$ cat src/rtl/uart_rx_cfg_ctrl.sv
// UART receiver configuration/status controller: frame-boundary config commit and saturating counters.
// Define UART_RX_ERR_CNT_EN to build the parity/stop error counters; otherwise they read as 0.
module uart_rx_cfg_ctrl #(
  parameter int PRESCALE_W   = 6,
  parameter int CNT_W        = 8,
  parameter int PRESCALE_RST = 8
) (
  input  logic                  clk,
  input  logic                  rst,
  input  logic                  cfg_wr,
  input  logic [PRESCALE_W-1:0] cfg_prescale,
  input  logic                  cfg_par_en,
  input  logic                  cfg_par_typ,
  input  logic                  rx_busy,
  input  logic                  rx_data_valid,
  input  logic                  rx_par_err,
  input  logic                  rx_stop_err,
  input  logic                  clr_cnt,
  output logic [PRESCALE_W-1:0] Prescale,
  output logic                  PAR_EN,
  output logic                  PAR_TYP,
  output logic                  rx_enable,
  output logic                  cfg_busy,
  output logic                  cfg_done,
  output logic                  cfg_err,
  output logic [CNT_W-1:0]      frame_cnt,
  output logic [CNT_W-1:0]      par_err_cnt,
  output logic [CNT_W-1:0]      stop_err_cnt
);

  localparam logic [1:0] ST_RUN     = 2'd0;
  localparam logic [1:0] ST_WAIT    = 2'd1;
  localparam logic [1:0] ST_QUIESCE = 2'd2;

  logic [1:0]            state_q, state_d;
  logic                  qcnt_q, qcnt_d;
  logic [PRESCALE_W-1:0] pend_pres_q, pend_pres_d;
  logic                  pend_pen_q, pend_pen_d;
  logic                  pend_ptyp_q, pend_ptyp_d;
  logic [PRESCALE_W-1:0] pres_q, pres_d;
  logic                  pen_q, pen_d;
  logic                  ptyp_q, ptyp_d;
  logic                  rx_en_q, rx_en_d;
  logic                  busy_q, busy_d;
  logic                  done_q, done_d;
  logic                  err_q, err_d;
  logic                  legal;

  assign legal = (cfg_prescale == PRESCALE_W'(8)) ||
                 (cfg_prescale == PRESCALE_W'(16)) ||
                 (cfg_prescale == PRESCALE_W'(32));

  always_comb begin
    state_d     = state_q;
    qcnt_d      = qcnt_q;
    pend_pres_d = pend_pres_q;
    pend_pen_d  = pend_pen_q;
    pend_ptyp_d = pend_ptyp_q;
    pres_d      = pres_q;
    pen_d       = pen_q;
    ptyp_d      = ptyp_q;
    rx_en_d     = rx_en_q;
    done_d      = 1'b0;
    err_d       = 1'b0;
    case (state_q)
      ST_RUN, ST_WAIT: begin
        if (cfg_wr) begin
          if (legal) begin
            pend_pres_d = cfg_prescale;
            pend_pen_d  = cfg_par_en;
            pend_ptyp_d = cfg_par_typ;
            if (state_q == ST_RUN) state_d = ST_WAIT;
          end else begin
            err_d = 1'b1;
          end
        end
        if (state_q == ST_WAIT && !rx_busy) begin
          state_d = ST_QUIESCE;
          qcnt_d  = 1'b0;
          rx_en_d = 1'b0;
        end
      end
      ST_QUIESCE: begin
        err_d = cfg_wr;
        // Second quiesce edge is the commit edge: apply and re-enable together.
        if (qcnt_q) begin
          pres_d  = pend_pres_q;
          pen_d   = pend_pen_q;
          ptyp_d  = pend_ptyp_q;
          rx_en_d = 1'b1;
          done_d  = 1'b1;
          state_d = ST_RUN;
        end else begin
          qcnt_d = 1'b1;
        end
      end
      default: state_d = ST_RUN;
    endcase
    busy_d = (state_d != ST_RUN);
  end

  always_ff @(posedge clk) begin
    if (rst) begin
      state_q     <= ST_RUN;
      qcnt_q      <= 1'b0;
      pend_pres_q <= '0;
      pend_pen_q  <= 1'b0;
      pend_ptyp_q <= 1'b0;
      pres_q      <= PRESCALE_W'(PRESCALE_RST);
      pen_q       <= 1'b1;
      ptyp_q      <= 1'b0;
      rx_en_q     <= 1'b1;
      busy_q      <= 1'b0;
      done_q      <= 1'b0;
      err_q       <= 1'b0;
    end else begin
      state_q     <= state_d;
      qcnt_q      <= qcnt_d;
      pend_pres_q <= pend_pres_d;
      pend_pen_q  <= pend_pen_d;
      pend_ptyp_q <= pend_ptyp_d;
      pres_q      <= pres_d;
      pen_q       <= pen_d;
      ptyp_q      <= ptyp_d;
      rx_en_q     <= rx_en_d;
      busy_q      <= busy_d;
      done_q      <= done_d;
      err_q       <= err_d;
    end
  end

  logic [CNT_W-1:0] frame_q;

  always_ff @(posedge clk) begin
    if (rst || clr_cnt) frame_q <= '0;
    else if (rx_en_q && rx_data_valid && frame_q != '1) frame_q <= frame_q + 1'b1;
  end

`ifdef UART_RX_ERR_CNT_EN
  logic [CNT_W-1:0] par_q, stop_q;

  always_ff @(posedge clk) begin
    if (rst || clr_cnt) begin
      par_q  <= '0;
      stop_q <= '0;
    end else if (rx_en_q) begin
      if (rx_par_err && par_q != '1) par_q <= par_q + 1'b1;
      if (rx_stop_err && stop_q != '1) stop_q <= stop_q + 1'b1;
    end
  end

  assign par_err_cnt  = par_q;
  assign stop_err_cnt = stop_q;
`else
  logic unused_err;
  assign unused_err   = rx_par_err ^ rx_stop_err;
  assign par_err_cnt  = '0;
  assign stop_err_cnt = '0;
`endif

  assign Prescale  = pres_q;
  assign PAR_EN    = pen_q;
  assign PAR_TYP   = ptyp_q;
  assign rx_enable = rx_en_q;
  assign cfg_busy  = busy_q;
  assign cfg_done  = done_q;
  assign cfg_err   = err_q;
  assign frame_cnt = frame_q;

endmodule

$ cat config.mk
export PLATFORM = sky130hd
export DESIGN_NAME = uart_rx_cfg_ctrl
export DESIGN_NICKNAME = d
export VERILOG_FILES = /design/src/rtl/uart_rx_cfg_ctrl.sv
export SDC_FILE = /design/constraint.sdc
export NUM_CORES = 1
export LEC_CHECK = 0
export ABC_CLOCK_PERIOD_IN_PS = 1700
export CORE_UTILIZATION = 43
export CTS_BUF_LIST = sky130_fd_sc_hd__clkbuf_4
export CTS_CLUSTER_SIZE = 16
export DETAILED_ROUTE_END_ITERATION = 10
export PLACE_DENSITY = 0.86
export SYNTH_ARGS = -nofsm -noshare
export SYNTH_HDL_FRONTEND = slang
export SYNTH_SLANG_ARGS = --single-unit
$ cat constraint.sdc
create_clock -name clk -period 1.7 [get_ports clk]
set_clock_uncertainty 0.2 [all_clocks]
set_input_delay 0.34 -clock clk [delete_from_list [all_inputs] [get_ports clk]]
set_output_delay 0.34 -clock clk [all_outputs]
set_load 0.01 [all_outputs]
==> results.json, run 1 <==
{
  "layout_min_cycle_time_ns": 1.64,
  "place_area_um2": 1760,
  "cpMaxStageDelayCell": "dfxtp_1",
  "ctsHoldBuffers": 0,
  "powerDensity_nw_per_um2": 687,
  "grt-ovfl-total": 0,
  "fin_nets": 217,
  "critPathLaunch": "frame_cnt[1]$_SDFFE_PP0P_",
  "syn_inst": 157,
  "yosysWarnings": 0,
  "regArea_um2": 627,
  "crit_buf_inv": 0,
  "holdPathStages": 3,
  "grt_pass1_wl_um": 4160,
  "hold_path_end": "pend_pres_q[3]$_SDFFE_PP0P_",
  "grt_usage_pct": 16.2,
  "grt_max_degree": 29,
  "status": "finished, final reports clean",
  "postRouteAntennaNets": 0,
  "port_buffers": 33,
  "syn-cell-area_um2": 1400,
  "antenna_found_initial": 0,
  "ys_seq_elements": 31,
  "fmax_mhz": 611,
  "slew_viol_final": 0,
  "clkTransAtPathRegs_ns": 0.09,
  "dieArea_um2": 3500,
  "worst_setup_path_end_kind": "flip-flop",
  "htree_levels": 2,
  "grt_pass1_vias": 972,
  "cts_tree": "yes",
  "rows": 20,
  "hpwlAfterDp_um": 1800,
  "num_antenna_cells": 0,
  "dr.pass1.iters": 4,
  "die_x_um": 59.1,
  "first_iter_violations": 55,
  "routedWlPerCell_um": 11.1,
  "synth.distinct_cells": 32,
  "syn_avg_cell_area_um2": 8.94,
  "cpLargestDelayFamily": "flip-flops",
  "setup_viol": 0,
  "die_height_um": 59.1,
  "instances_no_fill": 245,
  "min_from": "cfg_prescale[3]",
  "finalSetupTns_ns": 0,
  "dr_total_vias": 1175,
  "path_max_fanout": 7,
  "clock_sinks": 31,
  "cts-buffers-inserted": 5,
  "cp_data_required_time_ns": 1.73,
  "worstHoldPathType": "primary input to flip-flop",
  "crit_chain": "ha_1 -> nand3_2 -> o2111ai_1 -> xor2_1 -> nor2_1",
  "r2r_cells": 5,
  "drive_above_1_share_pct": 15.9,
  "period_share_pct": 96.2,
  "vias_per_cell": 4.80,
  "final_area_um2": 1840,
  "pin_count": 52,
  "r2r_slack_ns": 0.06,
  "multiInputGateArea_um2": 706,
  "fill_cells": 297,
  "seq_area_frac_synth_pct": 44.2,
  "drv_cap": 0,
  "clockBufferDepth": 2,
  "start_kind": "flip-flop",
  "place.gp.congestion": 0.802,
  "rr_endpoint": "frame_cnt[5]$_SDFFE_PP0P_",
  "wl_um": 2710,
  "drc": 0,
  "critical_path.max_stage_delay_ns": 0.38,
  "clock_latency_ns": 0.32,
  "start_util_pct": 45.6,
  "hold_viol": 0,
  "arrival_ns": 1.66,
  "crit_cells": 5,
  "p_leak_nw": 0.820,
  "root_buffer": "clkbuf_4",
  "core-area_um2": 3080,
  "post-place-cells": 235,
  "path_class": "flip-flop to flip-flop",
  "syn_to_final_growth_pct": 31.1,
  "vdd_drop_max_v": 0.000433,
  "rr_startpoint": "frame_cnt[1]$_SDFFE_PP0P_"
}
-- synth_stat cells, drive strengths merged --
library cell	n	area [um2]
or3	1	6.26
mux2i	8	80.1
conb	1	3.75
o41ai	1	8.76
nand3b	2	15.0
o21ba	1	10.0
nor3	2	10.0
nand2	15	56.3
o21bai	1	7.51
nand4	1	6.26
ha	1	12.5
o211ai	2	15.0
clkbuf	4	15.0
and3	2	12.5
a211oi	1	12.5
nand3	9	45.0
o21ai	3	15.0
nor3b	5	37.5
inv	1	3.75
nand2b	12	75.1
a21oi	10	50.1
or2	3	18.8
dfxtp	31	621
buf	19	136
nor2	10	37.5
or3b	1	8.76
or2b	1	7.51
o2111ai	3	26.3
xor2	5	43.8
nor2b	1	6.26
-- worst max path at each step --
| stage | to | slack [ns] |
|---|---|---|
| after floorplan | frame_cnt[1]$_SDFFE_PP0P_ | 0.07 |
| after global placement | pend_pen_q$_SDFFE_PP0P_ | -0.30 |
| after detailed placement | pend_ptyp_q$_SDFFE_PP0P_ | -0.35 |
| after CTS | frame_cnt[1]$_SDFFE_PP0P_ | 0.005 |
| after global routing | frame_cnt[5]$_SDFFE_PP0P_ | -0.009 |
| final | frame_cnt[5]$_SDFFE_PP0P_ | 0.06 |
-- per-stage QoR --
stage	hold WS (ns)	utilization [%]	power, mW	worst slack, ns
after floorplan	0.244	-	0.838	0.0736
after global placement	0.241	57.2	0.868	-0.297
after detailed placement	0.249	57.2	0.870	-0.348
after CTS	0.242	58.6	1.28	0.00462
after global routing	0.254	59.8	1.32	-0.00924
final	0.236	59.8	1.27	0.0646
-- metal layers --
layer,track usage [%],up-vias,wire length (um)
li1,-,585,-
met1,19.2,545,1220
met2,26.0,41,1320
met3,6.11,4,136
met4,7.48,0,33
met5,0,-,0
-- cell usage in the layout, fill, tap and decap left out, types with 2 or more instances in the layout --
cell,instances
a21oi_1,10
nand2b_1,12
nand3_1,8
o211ai_1,2
o21ai_0,2
o2111ai_1,3
dfxtp_2,5
dfxtp_1,26
or2_2,3
nor2_1,10
xor2_1,5
clkbuf_4,6
clkdlybuf4s50_1,7
dlymetal6s2s_1,5
conb_1,16
nand3b_1,2
dlygate4sd2_1,21
and3_1,2
mux2i_1,8
clkinv_1,2
nor3b_1,4
nand2_1,15
buf_4,10
-- where the power goes --
group	internal (mW)	leakage, nW	switching (mW)
clock network	0.169	0.0307	0.244
logic	0.0582	0.537	0.0578
registers	0.732	0.253	0.00432
total	0.959	0.820	0.306
-- layout make-up --
type,count,area share (%)
Clock buffer,6,2.45
Clock inverter,2,0.408
Inverter,1,0.204
Multi-Input combinational cell,117,38.3
Sequential cell,31,34.1
Tap cell,44,2.99
Timing Repair Buffer,44,21.5
-- registers in the layout (all words and copies together), names as in the netlist --
name and count:
cfg_err 1, Prescale 6, qcnt_q 1, frame_cnt 8, pend_ptyp_q 1, PAR_TYP 1, cfg_busy 1, pend_pen_q 1
cfg_done 1, PAR_EN 1, pend_pres_q 6, rx_enable 1, state_q 2
-- cell families after synthesis --
group,Yosys count,share of synthesized area [%]
AO/OA/AOI/OAI,22,10.3
XOR/XNOR,5,3.12
adder cells (fa/ha/maj),1,0.891
buffers and inverters,24,11.1
flip-flops,31,44.2
multiplexers,8,5.70
other,1,0.267
AND/OR/NAND/NOR,65,24.4
-- worst reg2reg max path, cell delays in order (launching register included) --
cell and delay, ns:
dfxtp_1 0.38, ha_1 0.21, nand3_2 0.17, o2111ai_1 0.36
xor2_1 0.18, nor2_1 0.05
-- what timing repair did --
action,in CTS,in global routing
gates cloned,1,0
hold endpoints to repair,0,0
pin swaps,2,4
gates resized for setup,28,10
setup buffers,0,1
setup endpoints to repair,22,22
No activity file was read; power rests on OpenSTA's default activity.
==> run 2: changes to the inputs <==
--- a/config.mk
+++ b/config.mk
@@ -11,6 +11,8 @@
 export CTS_CLUSTER_SIZE = 16
 export DETAILED_ROUTE_END_ITERATION = 10
 export PLACE_DENSITY = 0.86
+export REMOVE_ABC_BUFFERS = 1
 export SYNTH_ARGS = -nofsm -noshare
 export SYNTH_HDL_FRONTEND = slang
 export SYNTH_SLANG_ARGS = --single-unit
+export TNS_END_PERCENT = 30
==> run 2 against run 1 <==
Net effect:
- register-to-register slack worse by 0.02 ns
- cell count rose by 0.82%
- clock power grew 35%
- hold slack better by 0.022 ns
- routed wire length down 3.5%
- critical path depth rose by 1
- total power is 12% higher
- first-iteration DRC count decreased by 44%
- critical endpoint is now pend_pres_q[4]$_SDFFE_PP0P_
==> results.json, run 2 (synthesis gave the netlist of run 1 again) <==
{
  "routedWlPerCell_um": 10.6,
  "hold_viol": 0,
  "vdd_drop_max_v": 0.000415,
  "crit_chain": "clkdlybuf4s50_1 -> xor2_1 -> o211ai_1 -> nor3b_1 -> buf_4 -> mux2i_1",
  "vias_per_cell": 4.67,
  "status": "finished, final reports clean",
  "hpwlAfterDp_um": 1950,
  "wl_um": 2610,
  "start_util_pct": 45.6,
  "largest_reg_flops": 8,
  "worst_setup_path_end_kind": "flip-flop",
  "drive_above_1_share_pct": 15.3,
  "final_cell_mix": "25 x dfxtp_1, 19 x dlygate4sd2_1, 16 x conb_1",
  "dr_total_vias": 1154,
  "rsz0062_at_grt": "true",
  "port_buffers": 33,
  "p_total_mw": 1.41,
  "final_common_cell": "dfxtp_1",
  "hold_path_end": "Prescale[1]$_SDFFE_PP0P_",
  "antenna_found_initial": 0,
  "arrival_ns": 1.75,
  "worstHoldPathType": "flip-flop to flip-flop",
  "htree_levels": 2,
  "path_max_fanout": 9,
  "drv_cap": 0,
  "grt_pass1_wl_um": 4310,
  "clockBufferDepth": 2,
  "drc": 0,
  "final_util_pct": 60.2,
  "grt-ovfl-total": 0,
  "holdPathStages": 2,
  "holdWs_ns": 0.258,
  "cp_data_required_time_ns": 1.76,
  "cpMaxStageDelayCell": "clkdlybuf4s50_1",
  "min_from": "Prescale[1]$_SDFFE_PP0P_",
  "powerDensity_nw_per_um2": 761,
  "cts_tree": "yes",
  "fin_nets": 219,
  "grt_max_degree": 21,
  "dr.pass1.iters": 4,
  "r2r_slack_ns": 0.04,
  "critical_path.max_stage_delay_ns": 0.51,
  "period_share_pct": 99.6,
  "die_height_um": 59.1,
  "pin_count": 52,
  "grt_usage_pct": 17.0,
  "final_area_um2": 1850,
  "rows": 20,
  "slew_viol_final": 0,
  "dieArea_um2": 3500,
  "r2r_cells": 5,
  "path_class": "primary input to flip-flop",
  "clkTransAtPathRegs_ns": 0.10,
  "layout_min_cycle_time_ns": 1.69,
  "p_leak_nw": 0.803,
  "postRouteAntennaNets": 0,
  "ctsHoldBuffers": 0,
  "core-area_um2": 3080,
  "setup_viol": 0,
  "clock_sinks": 31,
  "place.gp.congestion": 0.784,
  "grt_pass1_vias": 1041,
  "root_buffer": "clkbuf_4",
  "rr_startpoint": "frame_cnt[1]$_SDFFE_PP0P_",
  "die_x_um": 59.1,
  "cts-buffers-inserted": 5,
  "fmax_mhz": 591,
  "rr_endpoint": "frame_cnt[1]$_SDFFE_PP0P_",
  "post_cts_buffers": 0,
  "first_iter_violations": 31,
  "clock_latency_ns": 0.33,
  "place_area_um2": 1790,
  "num_antenna_cells": 0,
  "start_kind": "primary input",
  "syn_to_final_growth_pct": 32.1
}
## run 2: cell types whose count changed in the layout (fill, tap and decap cells not counted), moves of 2 or more
| cell | change |
|---|---|
| clkdlybuf4s50_1 | +6 |
| buf_4 | +3 |
| dlygate4sd2_1 | -2 |
| dlymetal6s2s_1 | -4 |
## run 2: layout make-up
class	instances	area [um2]
Clock buffer	5	37.5
Clock inverter	3	38.8
Fill cell	294	1220
Inverter	1	3.75
Multi-Input combinational cell	117	684
Sequential cell	31	628
Tap cell	44	55.1
Timing Repair Buffer	46	407
## run 2: worst max-delay path: cells and delay by family
kind | cells | cell delay (ns)
AO/OA/AOI/OAI | 1 | 0.12
multiplexers | 1 | 0.20
AND/OR/NAND/NOR | 1 | 0.20
buffers and inverters | 2 | 0.73
XOR/XNOR | 1 | 0.16
## run 2: metrics by stage
| stage | TNS, ns | worst slack [ns] | instances |
|---|---|---|---|
| finish | 0 | 0.00730 | 247 |
| detailed placement | -3.29 | -0.348 | 239 |
| global route | -0.518 | -0.0873 | 247 |
| global placement | -2.96 | -0.300 | 239 |
| floorplan | -2.61 | -0.315 | 149 |
| CTS | -0.0782 | -0.0782 | 247 |
## run 2: what timing repair did
action	in CTS	in global routing
resized for setup	25	1
setup endpoints to repair	21	12
pin swaps	1	0
hold endpoints to repair	0	0
gates cloned	0	0
## run 2: report_power, final
| group | total, mW | internal [mW] | switching (mW) |
|---|---|---|---|
| sequential | 0.736 | 0.732 | 0.00436 |
| combinational | 0.118 | 0.0619 | 0.0560 |
| clock | 0.557 | 0.302 | 0.255 |
| total | 1.41 | 1.10 | 0.315 |
## run 2: how the worst max path moves through the flow
stage	startpoint	end	slack [ns]
2_1_floorplan	cfg_prescale[2]	pend_pen_q$_SDFFE_PP0P_	-0.31
3_3_place_gp	cfg_prescale[4]	pend_pres_q[3]$_SDFFE_PP0P_	-0.30
3_5_place_dp	cfg_prescale[4]	pend_pres_q[4]$_SDFFE_PP0P_	-0.35
4_1_cts	frame_cnt[2]$_SDFFE_PP0P_	frame_cnt[2]	-0.08
5_1_grt	frame_cnt[1]$_SDFFE_PP0P_	frame_cnt[6]$_SDFFE_PP0P_	-0.09
6_report	cfg_prescale[4]	pend_pres_q[4]$_SDFFE_PP0P_	0.007
## run 2: layer usage
| metal | share of wire (%) | global-route usage [%] | vias to the layer above |
|---|---|---|---|
| met5 | 0 | 0 | - |
| met4 | 2.5 | 11.2 | 0 |
| met3 | 5.1 | 4.80 | 7 |
| met2 | 48 | 27.6 | 41 |
| met1 | 44 | 19.4 | 516 |
| li1 | - | - | 590 |
==> run 3: changes to the inputs <==
--- a/config.mk
+++ b/config.mk
@@ -12,6 +12,7 @@
 export DETAILED_ROUTE_END_ITERATION = 10
 export PLACE_DENSITY = 0.86
 export REMOVE_ABC_BUFFERS = 1
+export SKIP_LAST_GASP = 1
 export SYNTH_ARGS = -nofsm -noshare
 export SYNTH_HDL_FRONTEND = slang
 export SYNTH_SLANG_ARGS = --single-unit
==> run 3 against run 2 <==
Net effect:
- the flow now finishes with violations (negative setup slack)
- non-clock buffer count is the same
- hold slack better by 0.0031 ns
- first-iteration DRC count shrank 29%
- sequential share of layout area shrank 0.50 points
- setup slack worse by 0.077 ns
- sequential cell count is the same
- final area up 1.7%
- global-route usage is the same
- sequential power about the same
- cell count stayed put
- routed wire length increased by 1.3%
- maximum frequency decreased by 4.3%
- critical endpoint is now frame_cnt[2]
- largest power group unchanged
==> results.json, run 3 (synthesis gave the netlist of run 1 again) <==
{
  "clockBufferDepth": 2,
  "start_kind": "flip-flop",
  "dr.pass1.iters": 4,
  "crit_chain": "clkdlybuf4s50_1",
  "violations": "negative setup slack",
  "syn_to_final_growth_pct": 34.3,
  "setup_ws_ns": -0.0694,
  "path_class": "flip-flop to output pin",
  "critical_path.max_stage_delay_ns": 0.53,
  "post-place-cells": 239,
  "grt_usage_pct": 17.0,
  "core-area_um2": 3080,
  "pin_count": 52,
  "cp_data_required_time_ns": 1.16,
  "setup_viol": 10,
  "vias_per_cell": 4.70,
  "p_total_mw": 1.41,
  "path_max_fanout": 4,
  "slew_viol_final": 0,
  "cts_resized": 10,
  "clock_sinks": 31,
  "die_height_um": 59.1,
  "place.gp.congestion": 0.784,
  "worst_setup_path_end_kind": "output pin",
  "min_from": "Prescale[2]$_SDFFE_PP0P_",
  "ctsHoldBuffers": 0,
  "drc": 0,
  "cpLargestDelayFamily": "buffers and inverters",
  "worstHoldPathType": "flip-flop to flip-flop",
  "critPathLaunch": "frame_cnt[2]$_SDFFE_PP0P_",
  "port_buffers": 33,
  "rr_startpoint": "frame_cnt[1]$_SDFFE_PP0P_",
  "instances_no_fill": 247,
  "rsz0062_at_grt": "true",
  "clock_latency_ns": 0.33,
  "hpwlAfterDp_um": 1950,
  "grt_pass1_vias": 1041,
  "fmax_mhz": 565,
  "die_x_um": 59.1,
  "largest_reg_flops": 8,
  "drive_above_1_share_pct": 15.8,
  "rows": 20,
  "routedWlPerCell_um": 10.7,
  "grt-ovfl-total": 0,
  "final_common_cell": "dfxtp_1",
  "clkTransAtPathRegs_ns": 0.10,
  "crit_buf_inv": 1,
  "wl_um": 2650,
  "grt_max_degree": 21,
  "hold_viol": 0,
  "start_util_pct": 45.6,
  "root_buffer": "clkbuf_4",
  "status": "finished with violations",
  "drv_cap": 0,
  "dr_total_vias": 1160,
  "antenna_found_initial": 0,
  "final_util_pct": 61.3,
  "fin_nets": 219,
  "first_iter_violations": 22,
  "arrival_ns": 1.23,
  "period_share_pct": 104,
  "dieArea_um2": 3500,
  "final_cell_mix": "24 x dfxtp_1, 22 x clkdlybuf4s50_1, 16 x conb_1",
  "cpMaxStageDelayCell": "clkdlybuf4s50_1",
  "cts-buffers-inserted": 5,
  "vdd_drop_max_v": 0.000415,
  "post_cts_buffers": 0,
  "layout_min_cycle_time_ns": 1.77,
  "p_leak_nw": 0.813,
  "htree_levels": 2,
  "place_ws_ns": -0.348,
  "num_antenna_cells": 0,
  "postRouteAntennaNets": 0,
  "grt_pass1_wl_um": 4310,
  "powerDensity_nw_per_um2": 750,
  "cts_tree": "yes"
}
[run 3: area by class of cell]
cell class / instances / area, um2
fill: 280 / 1190
multi-input combinational: 117 / 684
sequential: 31 / 629
timing repair buffer: 46 / 437
tap: 44 / 55.1
clock inverter: 3 / 38.8
clock buffer: 5 / 37.5
inverter: 1 / 3.75
[run 3: path summary, 6_finish.rpt]
path,endpoint,slack (ns),depth (start not counted)
worst max-delay path,frame_cnt[2],-0.07,1
worst min-delay path,Prescale[2]$_SDFFE_PP0P_,0.26,2
worst max register to register,frame_cnt[1]$_SDFFE_PP0P_,0.07,5
worst min register to register,Prescale[2]$_SDFFE_PP0P_,0.26,2
[run 3: stage by stage]
step	hold WS [ns]	cell area (um2)	TNS, ns
final	0.261	1890	-0.353
after global routing	0.280	1890	-1.07
after CTS	0.263	1870	-0.993
after detailed placement	0.249	1790	-3.29
after global placement	0.244	1790	-2.96
after floorplan	0.205	1310	-2.61
[run 3: tightest hold or removal path, stage by stage (launching register included)]
cell and delay (ns):
dfxtp_1 0.32, nand2_1 0.05, a21oi_1 0.05
[run 3: power by group]
part	internal [mW]	switching, mW
Clock	0.302	0.255
Combinational	0.0637	0.0561
Sequential	0.732	0.00446
[run 3: metal layers]
| metal | routed length (um) | share of wire (%) | global-route usage, % |
|---|---|---|---|
| met1 | 1170 | 44 | 19.4 |
| met2 | 1270 | 48 | 27.6 |
| met3 | 147 | 5.6 | 4.80 |
| met4 | 65 | 2.5 | 11.2 |
| met5 | 0 | 0 | 0 |
